### src/rtl/rat_alu_pkg.sv
// Shared types for the RAT ALU: operation codes and datapath width.
package rat_alu_pkg;

    localparam int RAT_WIDTH = 8;

    typedef enum logic [3:0] {
        OP_ADD  = 4'd0,
        OP_ADDC = 4'd1,
        OP_SUB  = 4'd2,
        OP_SUBC = 4'd3,
        OP_CMP  = 4'd4,
        OP_AND  = 4'd5,
        OP_OR   = 4'd6,
        OP_EXOR = 4'd7,
        OP_TEST = 4'd8,
        OP_LSL  = 4'd9,
        OP_LSR  = 4'd10,
        OP_ROL  = 4'd11,
        OP_ROR  = 4'd12,
        OP_ASR  = 4'd13,
        OP_MOV  = 4'd14,
        OP_RSVD = 4'd15
    } alu_op_t;

endpackage

### src/rtl/alu_core.sv
// Combinational RAT ALU: result, next carry and zero from A, B, SEL, cin.
module alu_core
    import rat_alu_pkg::*;
#(
    parameter int WIDTH = RAT_WIDTH
) (
    input  logic [WIDTH-1:0] a,
    input  logic [WIDTH-1:0] b,
    input  logic [3:0]       sel,
    input  logic             cin,
    output logic [WIDTH-1:0] result,
    output logic             c_out,
    output logic             z_out
);

    alu_op_t        op;
    logic [WIDTH:0] ext_a;
    logic [WIDTH:0] ext_b;
    logic [WIDTH:0] ext_c;
    logic [WIDTH:0] wide;

    assign op    = alu_op_t'(sel);
    assign ext_a = {1'b0, a};
    assign ext_b = {1'b0, b};
    assign ext_c = {{WIDTH{1'b0}}, cin};

    // Subtraction wraps in WIDTH+1 bits, so the top bit is the borrow.
    always_comb begin
        wide   = '0;
        result = '0;
        c_out  = 1'b0;
        case (op)
            OP_ADD: wide = ext_a + ext_b;
            OP_ADDC: wide = ext_a + ext_b + ext_c;
            OP_SUB, OP_CMP: wide = ext_a - ext_b;
            OP_SUBC: wide = ext_a - ext_b - ext_c;
            OP_AND, OP_TEST: wide = {1'b0, a & b};
            OP_OR: wide = {1'b0, a | b};
            OP_EXOR: wide = {1'b0, a ^ b};
            OP_LSL: wide = {a, cin};
            OP_LSR: wide = {a[0], cin, a[WIDTH-1:1]};
            OP_ROL: wide = {a, a[WIDTH-1]};
            OP_ROR: wide = {a[0], a[0], a[WIDTH-1:1]};
            OP_ASR: wide = {a[0], a[WIDTH-1], a[WIDTH-1:1]};
            OP_MOV: wide = {cin, b};
            default: wide = '0;
        endcase
        result = wide[WIDTH-1:0];
        c_out  = wide[WIDTH];
    end

    assign z_out = (result == '0);

endmodule

### src/rtl/alu_flags.sv
// RAT ALU with registered carry/zero flags and interrupt shadow copies.
module alu_flags
    import rat_alu_pkg::*;
#(
    parameter int WIDTH = RAT_WIDTH
) (
    input  logic             CLK,
    input  logic             RST_N,
    input  logic [WIDTH-1:0] A,
    input  logic [WIDTH-1:0] B,
    input  logic [3:0]       SEL,
    input  logic             FLG_C_LD,
    input  logic             FLG_Z_LD,
    input  logic             FLG_C_SET,
    input  logic             FLG_C_CLR,
    input  logic             FLG_LD_SEL,
    input  logic             FLG_SHAD_LD,
    output logic [WIDTH-1:0] RESULT,
    output logic             C_FLAG,
    output logic             Z_FLAG,
    output logic             SHAD_C,
    output logic             SHAD_Z
);

    logic c_q, c_d;
    logic z_q, z_d;
    logic shad_c_q, shad_c_d;
    logic shad_z_q, shad_z_d;
    logic c_out, z_out;

    alu_core #(
        .WIDTH(WIDTH)
    ) u_core (
        .a     (A),
        .b     (B),
        .sel   (SEL),
        .cin   (c_q),
        .result(RESULT),
        .c_out (c_out),
        .z_out (z_out)
    );

    // Shadow load and restore on one edge swap live and shadow flags.
    always_comb begin
        c_d      = c_q;
        z_d      = z_q;
        shad_c_d = shad_c_q;
        shad_z_d = shad_z_q;
        if (FLG_C_CLR) begin
            c_d = 1'b0;
        end else if (FLG_C_SET) begin
            c_d = 1'b1;
        end else if (FLG_C_LD) begin
            c_d = FLG_LD_SEL ? shad_c_q : c_out;
        end
        if (FLG_Z_LD) begin
            z_d = FLG_LD_SEL ? shad_z_q : z_out;
        end
        if (FLG_SHAD_LD) begin
            shad_c_d = c_q;
            shad_z_d = z_q;
        end
    end

    always_ff @(posedge CLK or negedge RST_N) begin
        if (!RST_N) begin
            c_q      <= 1'b0;
            z_q      <= 1'b0;
            shad_c_q <= 1'b0;
            shad_z_q <= 1'b0;
        end else begin
            c_q      <= c_d;
            z_q      <= z_d;
            shad_c_q <= shad_c_d;
            shad_z_q <= shad_z_d;
        end
    end

    assign C_FLAG = c_q;
    assign Z_FLAG = z_q;
    assign SHAD_C = shad_c_q;
    assign SHAD_Z = shad_z_q;

endmodule

### config.mk
export PLATFORM = sky130hd
export DESIGN_NAME = alu_flags
export DESIGN_NICKNAME = d
export VERILOG_FILES = /design/src/rtl/rat_alu_pkg.sv /design/src/rtl/alu_core.sv /design/src/rtl/alu_flags.sv
export SDC_FILE = /design/constraint.sdc
export NUM_CORES = 1
export LEC_CHECK = 0
export CORE_UTILIZATION = 30
export DETAILED_ROUTE_END_ITERATION = 8
export REMOVE_ABC_BUFFERS = 1
export SETUP_SLACK_MARGIN = 0.05
export SLEW_MARGIN = 25
export SYNTH_ARGS = -nofsm -noshare
export SYNTH_HDL_FRONTEND = slang
export SYNTH_SLANG_ARGS = --single-unit
### constraint.sdc
create_clock -name CLK -period 7.1 [get_ports CLK]
set_input_delay 1.775 -clock CLK [delete_from_list [all_inputs] [get_ports CLK]]
set_output_delay 1.775 -clock CLK [all_outputs]
set_load 0.05 [all_outputs]
# --- Yosys cells after proc, flatten, opt, wreduce, memory -nomap -nowiden ---
# Index checks and enable logic that the tools add are counted.
word_totals:
  romBits: 0
  latchBits: 0
  regBits: 4
  inputBits: 28
  wordCells: 38
  n_memories: 0
  mem_bits_rw: 0
op_classes:
  n_lt_le_gt_ge: 0
  div: 0
  addsub: 4
  bitwise_logic: 3
  shifts: 0
  n_mux: 6
  eq_ne: 15
  reduce_logical: 6
  mul: 0
ops:
  columns: ["cell", "count"]
  rows:
  - ["$pmux W9 S13", 1]
  - ["$eq A4 B4 Y1 const B", 7]
  - ["$eq A4 B3 Y1 const B", 4]
  - ["$add A8 B8 Y9", 1]
  - ["$add A9 B1 Y9", 1]
  - ["$sub A8 B8 Y9", 1]
  - ["$sub A9 B1 Y9", 1]
  - ["$and A8 B8 Y8", 1]
  - ["$eq A4 B2 Y1 const B", 2]
  - ["$logic_not A8 Y1", 1]
  - ["$or A8 B8 Y8", 1]
  - ["$xor A8 B8 Y8", 1]
  - ["$mux W1", 5]
  - ["$eq A4 B1 Y1 const B", 1]
  - ["$logic_not A4 Y1", 1]
  - ["$ne A4 B4 Y1 const B", 1]
  - ["$reduce_or A2 Y1", 2]
  - ["$reduce_bool A3 Y1", 1]
  - ["$reduce_and A2 Y1", 1]

# --- Longest topological paths before layout ---
logic_depth:
  ltp_word: 7
  depth_mapped: 13
  ltp_nobuf: 13

# --- Hierarchy ---
# From an unflattened synthesis, not the netlist that was laid out.
hier_totals:
  hier_cells: 311
  hier_area_um2: 2237.1
by_module_without_submodules:
  columns: ["mod", "cells_each", "seq_area_each_um2", "area_per_inst_um2", "n_inst"]
  rows:
  - ["alu_core", 298, 0.0, 2068.2, 1]
  - ["alu_flags", 13, 100.1, 168.9, 1]

# --- Least setup slack after synthesis ---
# OpenSTA, ideal clock, no wires.
synth_timing:
  path_kind: "input to output"
  start: "input A[2]"
  end: "output RESULT[7]"
  setup_slack_ns: 0.624
  t_arrival_ns: 4.701
  path_stages: 10
  required_ns: 5.325
  path_cell_list: "inv_1 -> ha_1 -> buf_2 -> nand2b_1 -> a211oi_1 -> mux2_2 -> a2111oi_2 -> nor3_1 -> xnor2_1 -> o221ai_1"
synth_between:
  elab_chain_len: 3
  elab_cells_between_ends: 5
  cone_classes: "add/sub (4); mux (1)"
synth_lines:
  columns: ["item", "line_no", "text"]
  rows:
  - ["start: declaration", "alu_flags.sv:9", "input logic [WIDTH-1:0] A,"]
  - ["$sub A8 B8 Y9 / $add A8 B8 Y9 (equally long branches)", null, null]
  - ["$sub A9 B1 Y9 / $add A9 B1 Y9 (equally long branches)", "alu_core.sv:36, alu_core.sv:34", null]
  - ["$pmux W9 S13 *", "alu_core.sv:32", "case (op)"]
  - ["end: declaration", "alu_flags.sv:18", "output logic [WIDTH-1:0] RESULT,"]
# Every way passes the cells marked *; elsewhere a longest branch is shown, timed or not.

# --- Final worst setup path ---
layout_timing:
  start: "input A[0]"
  end: "output RESULT[6]"
# Same word-level chain as after synthesis.

==> reports/results.txt <==
drt pass-1 iters -> 4
Initial Utilization -> 31.3%
antenna violations before repair -> 0
met3 wire length -> 589 um
Final Max Tran Viols -> 0
top sig layer -> met4
Yosys warnings -> 0
Async SR Flop Fraction -> 100%
Synth Cell Area -> 2150 um^2
Post-Route M1 WL -> 3.31 mm
Vias per Instance -> 5.57
FF+latch count, synth -> 4
CTS Buffer Depth -> 2
clk slew on worst S/H paths -> 40 ps
Req. time, crit path -> 5330 ps
crit path DAT -> 5060 ps
CTS Buf Count -> 3
# IOs -> 40
vias -> 2378
fmax -> 146 MHz
Worst R2R End -> Z_FLAG$_DFFE_PN0P_
Antenna diodes -> 0
hpwl dp -> 5.75 mm
row count -> 30
Tcrit/Tclk final -> 96.2%
# Max-Cap Violations -> 0
routed length per instance -> 17.0 um
status -> completed
number of routed nets with antenna violations -> 0
DR iter-0 viols -> 143
Worst Hold Path EP -> Z_FLAG$_DFFE_PN0P_
Mean Syn Cell Area -> 7.42 um^2
R2R Setup Slk -> 4030 ps
final hold vios -> 0
Port Buffer Count -> 39
Setup Fix Bufs, Post-CTS -> 0
synth unique cells -> 62
Worst R2R Path Depth -> 10
Die ar. -> 7520 um^2
Worst Path Class, Setup -> input port to output port
Synth top area share -> 16.3%
Pwr Density -> 121 nW/um^2
top post-synthesis cells by area -> ha_1, xnor2_1, inv_1
CTS tree -> built
gr ovfl total -> 0
Hold Crit Depth -> 2
crit path time final -> 6830 ps
Post-synth EDFFs -> 0
worst min path class -> flop to flop
post-synth top area cell -> ha_1
Leak -> 1.19 nW
commonest cells in the netlist -> inv_1, ha_1, nor2_1
final worst setup slack -> 269 ps
Rel. slew slack -> 53.3%
routability cong. -> 0.932
Worst setup EP type -> output port
Final Power -> 337 uW
most common cell in the netlist -> inv_1
Final #Nets -> 391
CTS H-tree lvls -> 1
largest net degree at the start of global routing -> 29
Post-synth top flop -> dfrtp_1
hold_buf cts -> 0
Synth Instances -> 290
core footprint -> 6870 um^2
Syn-to-layout area delta -> 28.9%
root buf cell -> clkbuf_8
Clock Latency Late Sink -> 220 ps
hold_sp -> Z_FLAG$_DFFE_PN0P_
Setup WS pre-CTS -> 250 ps
first-pass GRT wire length -> 11.6 mm
Routed Wire Length -> 7.28 mm
CTS Sinks -> 4
worst-margin pin slew -> 698 ps
FF-to-FF Start -> C_FLAG$_DFFE_PN0P_
RSZ-0062 raised after global routing -> no
metal2 WL -> 3.29 mm
critical path fanouts, max -> 5
Worst setup SP type -> input port
total negative slack -> 0 ps
height of the die -> 86.7 um
Post-Route Skew -> 7.23 ps
layout cells sized above 1 -> 11.2%
DRC -> 0
PostCTS Resize Cnt -> 0
VDD IR max -> 0.0574 mV
die width -> 86.7 um
endpoints failing setup -> 0
Overall Global Routing Usage -> 19.8%
vias in the first global route -> 2244
sequential-to-total area share from yosys stat -> 4.65%
## metrics by stage
step           hold WS (ps)  instance area (um^2)  cells  util [%]
2_1_floorplan           832                  2060    273         -
3_3_place_gp            514                  2720    424      39.6
3_5_place_dp            522                  2720    424      39.6
4_1_cts                 535                  2760    427      40.2
5_1_grt                 553                  2770    427      40.4
6_report                533                  2770    427      40.4
## layout by cell type, fill, tap and decap left out, types with 4 or more instances in the layout
cell and instances:
nand2_1 16, o31ai_1 6, dfrtp_1 4, nor3b_1 6, nand2b_1 6, nand3_1 9
a211oi_1 5, a21oi_1 14, a22oi_1 10, nor2_1 17, inv_1 30, nor3_1 8
xnor2_1 16, nor2b_1 6, a221oi_1 5, buf_4 17, clkdlybuf4s50_1 34, o21ai_0 9
xor2_1 8, ha_1 28
## state kept, by name, indices dropped and copies added (netlist names)
signal	flops
C_FLAG	1
Z_FLAG	1
SHAD_Z	1
SHAD_C	1
## how the worst max path moves through the flow
stage / from / to / slack [ps] / depth (start not counted)
floorplan: A[2] / RESULT[7] / 630 / 9
global placement: A[0] / RESULT[7] / 310 / 13
detailed placement: A[0] / RESULT[7] / 250 / 13
CTS: A[0] / RESULT[4] / 220 / 11
global route: A[0] / RESULT[6] / 70 / 14
finish: A[0] / RESULT[6] / 270 / 14
## routing by layer
layer / vias up / global-route usage (%)
met4: 0 / 4.55
li1: 1143 / -
met5: - / 0
met2: 103 / 31.2
met1: 1123 / 29.0
met3: 9 / 1.81
## area by class of cell
class                      instances  area, um^2
sequential                         4         100
timing repair buffer              55         541
clock buffer                       3        41.3
multi-input combinational        239        1860
tap                               96         120
fill                             713        4100
inverter                          30         113
## where the power goes
| part | internal, mW | switching [mW] | total (mW) | leakage [nW] |
|---|---|---|---|---|
| registers | 0.0250 | 0.00263 | 0.0277 | 0.0535 |
| logic | 0.108 | 0.152 | 0.260 | 1.12 |
| clock network | 0.0362 | 0.0129 | 0.0492 | 0.0216 |
| total | 0.169 | 0.168 | 0.337 | 1.19 |
## kinds of logic (layout without fill, tap and decap cells)
family          count (synthesis)  after routing  synth area share (%)
flops                           4              4                  4.65
mux                             6              6                  3.55
buf+inv                        47             88                  9.48
xor+xnor                       25             25                  10.8
compound gates                 87             87                  30.3
simple gates                   91             91                  23.1
fa+ha+maj                      30             30                  18.1
## critical path, cell delays in order
cell and delay, ps:
clkdlybuf4s50_1 570, inv_1 110, ha_1 230, inv_1 70, fa_1 260, nand2b_1 110
a211oi_1 380, mux2_2 390, a2111oi_2 400, buf_4 190, xnor2_1 120, nand2_1 70
o211ai_1 190, buf_12 190
(Power assumes the default switching activity.)
